--- src/rtl/lsu_pkg.sv ---
// Shared constants and types for the load/store unit: funct3 codes, FSM
// state encoding, error causes and the latched request record.
package lsu_pkg;

  localparam logic [2:0] F3_B  = 3'b000;
  localparam logic [2:0] F3_H  = 3'b001;
  localparam logic [2:0] F3_W  = 3'b010;
  localparam logic [2:0] F3_BU = 3'b100;
  localparam logic [2:0] F3_HU = 3'b101;

  localparam logic [2:0] ST_IDLE    = 3'd0;
  localparam logic [2:0] ST_RD_REQ  = 3'd1;
  localparam logic [2:0] ST_RD_WAIT = 3'd2;
  localparam logic [2:0] ST_WR_REQ  = 3'd3;
  localparam logic [2:0] ST_WR_WAIT = 3'd4;
  localparam logic [2:0] ST_FIN     = 3'd5;

  typedef enum logic [1:0] {
    ERR_NONE     = 2'd0,
    ERR_MISALIGN = 2'd1,
    ERR_ILLEGAL  = 2'd2,
    ERR_TIMEOUT  = 2'd3
  } err_cause_e;

  // Only the parts of the request still needed after accept are kept;
  // the word address lives in the mem_addr register.
  typedef struct packed {
    logic        store;
    logic [2:0]  funct3;
    logic [1:0]  addr_lo;
    logic [15:0] wdata;
  } lsu_req_t;

  function automatic logic acc_illegal(input logic store, input logic [2:0] f3);
    if (store) return !(f3 == F3_B || f3 == F3_H || f3 == F3_W);
    return (f3 == 3'b011) || (f3 == 3'b110) || (f3 == 3'b111);
  endfunction

  function automatic logic acc_misaligned(input logic [2:0] f3, input logic [1:0] a);
    case (f3[1:0])
      2'b10:   return a != 2'b00;
      2'b01:   return a[0];
      default: return 1'b0;
    endcase
  endfunction

endpackage

--- src/rtl/lsu_lane_align.sv ---
// Lane extraction/extension for loads and byte/half merge for RMW stores.
module lsu_lane_align
  import lsu_pkg::*;
(
  input  logic [1:0]  addr_lo,
  input  logic [2:0]  funct3,
  input  logic [31:0] word,
  input  logic [15:0] wdata,
  output logic [31:0] load_val,
  output logic [31:0] merged
);

  logic [7:0]  b;
  logic [15:0] h;

  always_comb begin
    case (addr_lo)
      2'd0:    b = word[7:0];
      2'd1:    b = word[15:8];
      2'd2:    b = word[23:16];
      default: b = word[31:24];
    endcase
    h = addr_lo[1] ? word[31:16] : word[15:0];

    case (funct3)
      F3_B:    load_val = {{24{b[7]}}, b};
      F3_H:    load_val = {{16{h[15]}}, h};
      F3_BU:   load_val = {24'd0, b};
      F3_HU:   load_val = {16'd0, h};
      default: load_val = word;
    endcase

    merged = word;
    case (funct3[1:0])
      2'b00: begin
        case (addr_lo)
          2'd0:    merged[7:0]   = wdata[7:0];
          2'd1:    merged[15:8]  = wdata[7:0];
          2'd2:    merged[23:16] = wdata[7:0];
          default: merged[31:24] = wdata[7:0];
        endcase
      end
      2'b01: begin
        if (addr_lo[1]) merged[31:16] = wdata;
        else            merged[15:0]  = wdata;
      end
      default: merged = word;
    endcase
  end

endmodule

--- src/rtl/load_store_unit.sv ---
// RV32I load/store front end for a word-only SRAM: sub-word stores are done
// as read-modify-write, with a per-wait-state timeout.
module load_store_unit
  import lsu_pkg::*;
#(
  parameter int TIMEOUT = 16,
  parameter int CNT_W   = 5
) (
  input  logic        clk,
  input  logic        reset,
  input  logic        start,
  input  logic        op_store,
  input  logic [2:0]  op_funct3,
  input  logic [31:0] op_addr,
  input  logic [31:0] op_wdata,
  output logic        busy,
  output logic        done,
  output logic        err,
  output logic [31:0] load_data,
  output logic        mem_req,
  output logic        mem_we,
  output logic [31:0] mem_addr,
  output logic [31:0] mem_wdata,
  input  logic [31:0] mem_rdata,
  input  logic        mem_ready
);

  logic [2:0]       state_q, state_d;
  lsu_req_t         req_q, req_d;
  logic [CNT_W-1:0] cnt_q, cnt_d;
  logic             busy_q, busy_d, done_q, done_d, err_q, err_d;
  logic             mem_req_q, mem_req_d, mem_we_q, mem_we_d;
  logic [31:0]      load_data_q, load_data_d, mem_addr_q, mem_addr_d;
  logic [31:0]      mem_wdata_q, mem_wdata_d;
  logic [31:0]      load_val, merged;

  lsu_lane_align u_align (
    .addr_lo  (req_q.addr_lo),
    .funct3   (req_q.funct3),
    .word     (mem_rdata),
    .wdata    (req_q.wdata),
    .load_val (load_val),
    .merged   (merged)
  );

  always_comb begin
    state_d     = state_q;
    req_d       = req_q;
    cnt_d       = cnt_q;
    busy_d      = busy_q;
    done_d      = 1'b0;
    err_d       = 1'b0;
    mem_req_d   = 1'b0;
    mem_we_d    = mem_we_q;
    mem_addr_d  = mem_addr_q;
    mem_wdata_d = mem_wdata_q;
    load_data_d = load_data_q;

    case (state_q)
      // FIN doubles as an idle cycle so back-to-back requests lose nothing.
      ST_IDLE, ST_FIN: begin
        state_d = ST_IDLE;
        if (start) begin
          req_d      = '{store: op_store, funct3: op_funct3,
                         addr_lo: op_addr[1:0], wdata: op_wdata[15:0]};
          mem_addr_d = {op_addr[31:2], 2'b00};
          if (acc_illegal(op_store, op_funct3) || acc_misaligned(op_funct3, op_addr[1:0])) begin
            state_d = ST_FIN;
            done_d  = 1'b1;
            err_d   = 1'b1;
            busy_d  = 1'b0;
          end else if (op_store && op_funct3 == F3_W) begin
            state_d     = ST_WR_REQ;
            mem_req_d   = 1'b1;
            mem_we_d    = 1'b1;
            mem_wdata_d = op_wdata;
            busy_d      = 1'b1;
          end else begin
            state_d   = ST_RD_REQ;
            mem_req_d = 1'b1;
            mem_we_d  = 1'b0;
            busy_d    = 1'b1;
          end
        end
      end
      ST_RD_REQ: begin
        state_d = ST_RD_WAIT;
        cnt_d   = '0;
      end
      ST_RD_WAIT: begin
        if (mem_ready) begin
          if (req_q.store) begin
            state_d     = ST_WR_REQ;
            mem_req_d   = 1'b1;
            mem_we_d    = 1'b1;
            mem_wdata_d = merged;
          end else begin
            state_d     = ST_FIN;
            done_d      = 1'b1;
            busy_d      = 1'b0;
            load_data_d = load_val;
          end
        end else if (cnt_q == CNT_W'(TIMEOUT - 1)) begin
          state_d = ST_FIN;
          done_d  = 1'b1;
          err_d   = 1'b1;
          busy_d  = 1'b0;
        end else begin
          cnt_d = cnt_q + 1'b1;
        end
      end
      ST_WR_REQ: begin
        state_d = ST_WR_WAIT;
        cnt_d   = '0;
      end
      ST_WR_WAIT: begin
        if (mem_ready || cnt_q == CNT_W'(TIMEOUT - 1)) begin
          state_d = ST_FIN;
          done_d  = 1'b1;
          err_d   = !mem_ready;
          busy_d  = 1'b0;
        end else begin
          cnt_d = cnt_q + 1'b1;
        end
      end
      default: begin
        state_d = ST_IDLE;
        busy_d  = 1'b0;
      end
    endcase
  end

  always_ff @(posedge clk or posedge reset) begin
    if (reset) begin
      state_q     <= ST_IDLE;
      req_q       <= '0;
      cnt_q       <= '0;
      busy_q      <= 1'b0;
      done_q      <= 1'b0;
      err_q       <= 1'b0;
      mem_req_q   <= 1'b0;
      mem_we_q    <= 1'b0;
      mem_addr_q  <= '0;
      mem_wdata_q <= '0;
      load_data_q <= '0;
    end else begin
      state_q     <= state_d;
      req_q       <= req_d;
      cnt_q       <= cnt_d;
      busy_q      <= busy_d;
      done_q      <= done_d;
      err_q       <= err_d;
      mem_req_q   <= mem_req_d;
      mem_we_q    <= mem_we_d;
      mem_addr_q  <= mem_addr_d;
      mem_wdata_q <= mem_wdata_d;
      load_data_q <= load_data_d;
    end
  end

  assign busy      = busy_q;
  assign done      = done_q;
  assign err       = err_q;
  assign load_data = load_data_q;
  assign mem_req   = mem_req_q;
  assign mem_we    = mem_we_q;
  assign mem_addr  = mem_addr_q;
  assign mem_wdata = mem_wdata_q;

endmodule

--- config.mk ---
export PLATFORM = sky130hd
export DESIGN_NAME = load_store_unit
export DESIGN_NICKNAME = d
export VERILOG_FILES = /design/src/rtl/lsu_pkg.sv /design/src/rtl/lsu_lane_align.sv /design/src/rtl/load_store_unit.sv
export SDC_FILE = /design/constraint.sdc
export NUM_CORES = 1
export LEC_CHECK = 0
export CAP_MARGIN = 20
export CORE_MARGIN = 2
export CORE_UTILIZATION = 51
export DETAILED_ROUTE_END_ITERATION = 10
export GPL_TIMING_DRIVEN = 0
export PLACE_DENSITY = 0.86
export SLEW_MARGIN = 15
export SYNTH_ARGS = -nofsm -noshare
export SYNTH_HDL_FRONTEND = slang
export SYNTH_SLANG_ARGS = --single-unit
--- constraint.sdc ---
create_clock -name clk -period 8.3 [get_ports clk]
set_clock_uncertainty 0.1 [all_clocks]
set_input_delay 2.49 -clock clk [delete_from_list [all_inputs] [get_ports clk]]
set_output_delay 2.49 -clock clk [all_outputs]
set_load 0.01 [all_outputs]
==> impl_results.rst, run 1 <==
.. list-table::
   :header-rows: 1

   * - Metric
     - Value
   * - Outcome
     - finished, final reports clean
   * - Congestion Overflow GR
     - 0
   * - EDFF count, synth
     - 0
   * - Delay of the slowest critical-path stage
     - 0.55 ns
   * - Post-layout total power
     - roughly 0.0038 W
   * - Max-slew headroom
     - 0.5046
   * - Maximum net fanout on the critical path
     - 10
   * - Sequential group share of total power
     - 0.301
   * - Synthesized-area fraction occupied by ao, oa, aoi and oai cells
     - 0.1186
   * - Clock buffers created by TritonCTS
     - 17
   * - Final Hold Violating Endpoints
     - 0
   * - DRT antenna net count
     - 0
   * - Crit path launch type
     - primary input
   * - Layout cells sized above 1
     - 0.1825
   * - Cell area after synthesis
     - 6792 sq um
   * - Routed via count
     - 6142
   * - Data required time of the critical path
     - 8.49 ns
   * - Switching pwr
     - 0.001371 W
   * - Area share of the leading cell type in the synthesized netlist
     - 0.4753
   * - Die X-Extent
     - 119.4 um
   * - Data arrival time of the critical path
     - 4.93 ns
   * - Crit path buffers/inverters
     - 3
   * - Pwr Density
     - between 300 and 400 nW/um^2
   * - Minimum setup slack among reg-to-reg paths
     - 6.02 ns
   * - Ys Warns
     - 0
   * - Top-Level Pins
     - 205
   * - Post-synthesis share of cell area spent on xor and xnor gates
     - 0.005158
   * - Simple-gate share of the synthesized area
     - 0.1074
   * - Most common library cell in the layout ignoring fill and taps
     - clkdlybuf4s50_1
   * - Hold WC Path Type
     - reg2reg
   * - Final-report setup violation count
     - 0
   * - DR pass1 iterations
     - 5
   * - Max Buffers Root-to-Sink
     - 2
   * - Peak supply drop
     - 0.2630 mV
   * - Share of cell area taken by muxes after synthesis
     - 0.2423
   * - Depth of the worst hold-timing path
     - 2
   * - First-pass GRT wire length
     - 34150 um
   * - Placed wire-length estimate after detailed placement
     - 16330 um
   * - Number of buffers inserted for hold repair after clock tree synthesis
     - 0
   * - Netlist cell types
     - 52
   * - Antenna violations before repair
     - 1
   * - Die Area
     - 14260 sq um
   * - Filler Cells Inserted
     - 933
   * - Crit path cell chain
     - clkdlybuf4s50_1, inv_1, ha_1, nor4b_1, nor3_2, nand2_1, a21o_1, buf_2, mux2_1
   * - Initial cell density of the core
     - 0.5170
   * - Port bufs
     - 201
   * - Capture point of the worst reg-to-reg path
     - load_data[24]
   * - Cell with the largest stage delay on the worst path
     - clkdlybuf4s50_1
   * - Setup TNS
     - 0 ns
   * - Fin. max-slew vios
     - 0
   * - Height of the chip
     - 119.4 um
   * - Clock share of power
     - 0.213
   * - Cell type contributing the most total cell area after synthesis
     - dfrtp_1
   * - Cell-internal power
     - 0.002466 W
   * - Number of remaining DRC errors
     - 0
   * - Launch instance of the worst register-to-register path
     - state_q[0]
   * - Placeable core region
     - around 13000 sq um
   * - Count of instances resized after the clock tree is built
     - 0
   * - Number of antenna diodes
     - 0
   * - Beginning of the worst hold path
     - load_data[7]
   * - Category of the worst setup path capture point
     - register
   * - Net total in the final layout
     - 969
   * - DRT Wirelength
     - 21880 um
   * - Post-synthesis sequential element count
     - 129
   * - Average wire length per cell after detail routing
     - 20.89 um
   * - Cells after Synth
     - approximately 640
   * - Maximum number of pins on one net before global-route repair
     - 76
   * - Clk Tree Root Cell
     - clkbuf_16
   * - Hold path endpoint
     - load_data[7]
   * - Vias in the first global route
     - ~6200
   * - Tmin final
     - 4.730 ns
   * - Final Wtd Congestion
     - 0.9274
   * - Top delay family on crit path
     - buffers and inverters
   * - Leading post-synthesis cells by cell area
     - dfrtp_1 48%, mux2_2 13%, mux2i_1 5.2%
   * - Number of vias per cell
     - about 6
   * - Type of the setup path with the least slack
     - in2reg
   * - Highest achievable clock rate
     - 211.4 MHz
   * - Combinational family with the most area after synthesis
     - multiplexers
   * - Number of buffers added for setup after CTS
     - 0
   * - Clk Latency, worst-skew pair
     - 0.42 ns
   * - Area overhead of the layout relative to synthesis
     - 42.94%
   * - Clock input transition at the sequential cells of the worst setup and hold paths
     - 0.06 ns
   * - Adder-Cell Fraction of Synth Area
     - 0.01105
   * - Final clock period utilization by the worst path
     - 0.5699
   * - Share of synthesized area occupied by flip-flops and latches
     - 0.4753
   * - Max-cap check violation count
     - 0
   * - Number of standard-cell rows in the floorplan
     - 42
   * - Initial DRC Count
     - 491
   * - Average instance area after synthesis
     - about 11 sq um
   * - Tightest hold margin
     - 0.3885 ns
   * - Standby leakage power
     - 4.172 nW
   * - Clk sinks
     - 129
   * - FFs w/ async S/R, synth
     - 1.000
   * - Overall routing resource usage
     - 0.3128
   * - Setup repair after global routing missed its margin
     - no
   * - Most used flip-flop cell after synthesis
     - dfrtp_1
   * - Switching power as a share of total power
     - 0.3573
   * - Slew of the pin with the lowest slew margin
     - 0.7403 ns
   * - Worst r2r path cells
     - 8
   * - Number of H-tree levels
     - 4
   * - TritonCTS clock tree
     - done
   * - Comb pwr share
     - 0.486
   * - Most frequent cells in the layout
     - 201 x clkdlybuf4s50_1, 129 x dfrtp_1, 78 x mux2_2
worst max-delay path by stage:
stage,startpoint,end,slack [ns],depth (start not counted)
after floorplan,reset,busy,2.27,1
after global placement,reset,load_data[22],0.63,2
after detailed placement,op_funct3[0],mem_wdata[18],3.13,9
after CTS,op_funct3[0],mem_wdata[18],3.56,9
after global routing,op_funct3[0],mem_wdata[18],3.43,9
final,op_funct3[0],mem_wdata[18],3.57,9
cell type report:
class	instances	area, sq um	share of cell area
flip-flops and latches	129	3228	0.3325
plain buffers	48	242.7	0.02500
clock inverters	8	150.1	0.01547
repair buffers	202	2039	0.2101
clock buffers	23	498.0	0.05130
inverters	7	31.28	0.003222
multi-input cells	454	3298	0.3397
well taps	176	220.2	0.02268
through the flow:
step	instance area (sq um)	utilization	setup WS (ns)	cells
2_1_floorplan	6795	-	2.269	638
3_3_place_gp	9027	0.6871	0.6315	1015
3_5_place_dp	9060	0.6896	3.132	1016
4_1_cts	9708	0.7390	3.558	1047
5_1_grt	9708	0.7390	3.429	1047
6_report	9708	0.7390	3.570	1047
Yosys cell counts (all sizes together) (2+ instances only):
| master | instances |
|---|---|
| nor2 | 71 |
| nand3 | 4 |
| mux4 | 8 |
| a21oi | 52 |
| nor2b | 5 |
| inv | 6 |
| a22o | 8 |
| o22ai | 2 |
| o21ai | 31 |
| mux2 | 99 |
| a31oi | 17 |
| o21a | 2 |
| nand3b | 2 |
| dfrtp | 129 |
| mux2i | 35 |
| a22oi | 8 |
| nand2 | 60 |
| xor2 | 3 |
| ha | 6 |
| a21o | 2 |
| nand2b | 13 |
| buf | 33 |
| clkbuf | 15 |
| a41oi | 3 |
| nor3 | 3 |
flip-flops by register name, indices dropped and copies added, names as in the netlist:
signal     cells
err            1
done           1
mem_wdata     32
busy           1
mem_we         1
mem_req        1
load_data     32
state_q        3
req_q         22
cnt_q          5
mem_addr      30
power groups by stage:
stage / clock network (W) / registers [W] / logic [W]
after global routing: 0.000850 / 0.00119 / 0.00200
after detailed placement: 0 / 0.00116 / 0.00184
final: 0.000817 / 0.00115 / 0.00187
after floorplan: 0 / 0.00122 / 0.000936
after global placement: 0 / 0.00114 / 0.00179
after CTS: 0.000821 / 0.00115 / 0.00186
logic make-up (layout without fill, tap and decap cells):
family	Yosys count	in the layout
buffers and inverters	55	288
multiplexers	142	142
other	1	2
adder cells (fa/ha/maj)	6	6
XOR/XNOR	4	4
flip-flops	129	129
AO/OA/AOI/OAI	134	134
AND/OR/NAND/NOR	166	166
tightest hold or removal path: stages, from the launching register on:
cell     delay [ns]
dfrtp_1        0.34
nand2_1        0.05
o21ai_0        0.06
per-layer routing:
| layer | global-route usage | share of wire | vias up |
|---|---|---|---|
| met5 | 0 | 0 | - |
| met3 | 0.08190 | 0.098 | 77 |
| met1 | 0.3997 | 0.39 | 2978 |
| met4 | 0.1485 | 0.040 | 0 |
| met2 | 0.4982 | 0.47 | 366 |
| li1 | - | - | 2721 |
No activity file was read; power rests on OpenSTA's default activity.
==> run 2, diff against run 1 <==
Settings changed: CORE_UTILIZATION 51 to 48, PLACE_DENSITY 0.86 to 0.81.
Clock period 8.3 ns to 4.86 ns, I/O delays scaled along.
==> impl_results.rst, run 2 (synthesis results as in run 1) <==
.. list-table::
   :header-rows: 1

   * - Metric
     - Value
   * - Number of standard-cell rows in the floorplan
     - 43 (was 42)
   * - Final-report setup violation count
     - 0 (unchanged)
   * - Number of vias per cell
     - 5.791 (was 5.866)
   * - Inst Count DP
     - 1023 (was 1016)
   * - Fin. max-slew vios
     - 0 (unchanged)
   * - Maximum number of pins on one net before global-route repair
     - 35 (was 76)
   * - Highest achievable clock rate
     - 272.3 MHz
   * - Routed via count
     - 6109 (was 6142)
   * - Pwr Density
     - 663.7 nW/um^2 (was 395.3 nW/um^2)
   * - Filler Cells Inserted
     - 985 (was 933)
   * - Average wire length per cell after detail routing
     - 20.44 um (was 20.89 um)
   * - TritonCTS clock tree
     - done (unchanged)
   * - Area overhead of the layout relative to synthesis
     - 43.53% (was 42.94%)
   * - Net total in the final layout
     - 972 (was 969)
   * - Count of instances resized after the clock tree is built
     - 0 (unchanged)
   * - Met3 WL
     - 2173 um (was 2152 um)
   * - Die X-Extent
     - 123.0 um (was 119.4 um)
   * - Antenna violations before repair
     - 0 (was 1)
   * - Layout cells sized above 1
     - 0.1874 (was 0.1825)
   * - Clk Latency, worst-skew pair
     - 0.42 ns (about the same)
   * - Placeable core region
     - 13830 sq um (was 13140 sq um)
   * - Topmost layer with routed signal wires
     - met4 (unchanged)
   * - Category of the worst setup path capture point
     - register (unchanged)
   * - Setup TNS
     - 0 ns (unchanged)
   * - Die Area
     - 15120 sq um (was 14260 sq um)
   * - Overall routing resource usage
     - 0.2948 (was 0.3128)
   * - Number of H-tree levels
     - 4 (unchanged)
   * - Multi-input gate area in the final layout
     - 3298 sq um (unchanged)
   * - Setup repair after global routing missed its margin
     - no (unchanged)
   * - Number of antenna diodes
     - 0 (unchanged)
   * - Clock buffers created by TritonCTS
     - 17 (unchanged)
   * - Tightest hold margin
     - 0.3893 ns (was 0.3885 ns)
   * - Vias in the first global route
     - 6089 (was 6240)
   * - Clk sinks
     - 129 (unchanged)
   * - Data required time of the critical path
     - 5.06 ns (was 8.49 ns)
   * - Type of the setup path with the least slack
     - in2reg (unchanged)
   * - DRT antenna net count
     - 0 (unchanged)
   * - Crit path launch type
     - primary input (unchanged)
   * - Peak supply drop
     - 0.3855 mV (was 0.2630 mV)
   * - Seq. cell area
     - 3228 sq um (unchanged)
   * - Tmin final
     - about 3.7 ns
   * - Final clock period utilization by the worst path
     - 0.7557
   * - Number of remaining DRC errors
     - 0 (unchanged)
   * - Final Wtd Congestion
     - 0.9487 (was 0.9274)
   * - Hold WC Path Type
     - reg2reg (unchanged)
   * - Maximum net fanout on the critical path
     - 10 (unchanged)
   * - Post-route met1 wirelength
     - 8505 um (was 8596 um)
   * - Most frequent cells in the layout
     - 201 x clkdlybuf4s50_1, 129 x dfrtp_1, 78 x mux2_2 (unchanged)
   * - Number of buffers inserted for hold repair after clock tree synthesis
     - 0 (unchanged)
   * - DRT Wirelength
     - 21560 um (was 21880 um)
   * - Max-cap check violation count
     - 0 (unchanged)
   * - Data arrival time of the critical path
     - 3.87 ns (was 4.93 ns)
   * - Initial cell density of the core
     - 0.4912 (was 0.5170)
   * - DR pass1 iterations
     - 5 (unchanged)
   * - Port bufs
     - 201 (unchanged)
   * - Final Hold Violating Endpoints
     - 0 (unchanged)
   * - Outcome
     - finished, final reports clean (unchanged)
   * - Clock input transition at the sequential cells of the worst setup and hold paths
     - 0.06 ns (about the same)
   * - Top-Level Pins
     - 205 (unchanged)
   * - Initial DRC Count
     - 565 (was 491)
   * - Most common library cell in the layout ignoring fill and taps
     - clkdlybuf4s50_1 (unchanged)
   * - Number of non-filler instances in the completed layout
     - 1055 (was 1047)
   * - First-pass GRT wire length
     - 33260 um (was 34150 um)
   * - Congestion Overflow GR
     - 0 (unchanged)
   * - Slew of the pin with the lowest slew margin
     - 0.6715 ns (was 0.7403 ns)
   * - Placed wire-length estimate after detailed placement
     - 16600 um (was 16330 um)
   * - Standby leakage power
     - 4.167 nW (was 4.172 nW)
   * - Sum of met2 wire segment lengths after detailed routing
     - 10250 um (was 10260 um)
   * - Max-slew headroom
     - 0.5486 (was 0.5046)
   * - Clk Tree Root Cell
     - clkbuf_16 (unchanged)
   * - Number of buffers added for setup after CTS
     - 0 (unchanged)
   * - Max Buffers Root-to-Sink
     - 2 (unchanged)
   * - Height of the chip
     - 123.0 um (was 119.4 um)
## run 2: stage by stage
stage / worst slack, ns / instance area [sq um] / utilization / total power, W
4_1_cts: 1.181 / 9748 / 0.7050 / 0.006476
5_1_grt: 0.9964 / 9748 / 0.7050 / 0.006841
3_5_place_dp: 0.7439 / 9124 / 0.6599 / 0.005112
3_3_place_gp: 0.6355 / 9036 / 0.6535 / 0.005006
6_report: 1.187 / 9748 / 0.7050 / 0.006470
2_1_floorplan: 1.672 / 6799 / - / 0.003679
## run 2: worst max-delay path, cell delays in order
cell and delay, ns:
clkdlybuf4s50_1 0.53, inv_1 0.08, ha_1 0.26, nor4b_1 0.37
nor3_2 0.10, nand2_1 0.13, a21o_1 0.26, buf_2 0.32
mux2_1 0.36
## run 2: layer usage
metal,track usage,up-vias
met5,0,-
met4,0.1171,0
met3,0.08810,44
met2,0.4682,347
met1,0.3788,3006
li1,-,2712
## run 2: report_power, final
part | internal (W) | switching [W] | total [W] | leakage, nW
logic | 0.00169 | 0.00147 | 0.00316 | 2.32
clock network | 0.000846 | 0.000487 | 0.00133 | 0.286
registers | 0.00160 | 0.000371 | 0.00197 | 1.56
## run 2: layout make-up
type                    count  share of cell area
plain buffers              48             0.02490
repair buffers            205              0.2154
multi-input cells         454              0.3383
clock inverters            12             0.01617
well taps                 180             0.02310
clock buffers              20             0.04788
flip-flops and latches    129              0.3312
inverters                   7            0.003080
## run 2: path summary, 6_finish.rpt
path,from,to,cells past startpoint,slack (ns)
max,op_funct3[0],mem_wdata[11],9,1.19
min,load_data[2],load_data[2],2,0.39
max reg2reg,cnt_q[0],cnt_q[3],7,2.48
min reg2reg,load_data[2],load_data[2],2,0.39
max in group asynchronous,reset,load_data[12],4,2.66
min in group asynchronous,reset,mem_addr[2],2,1.27
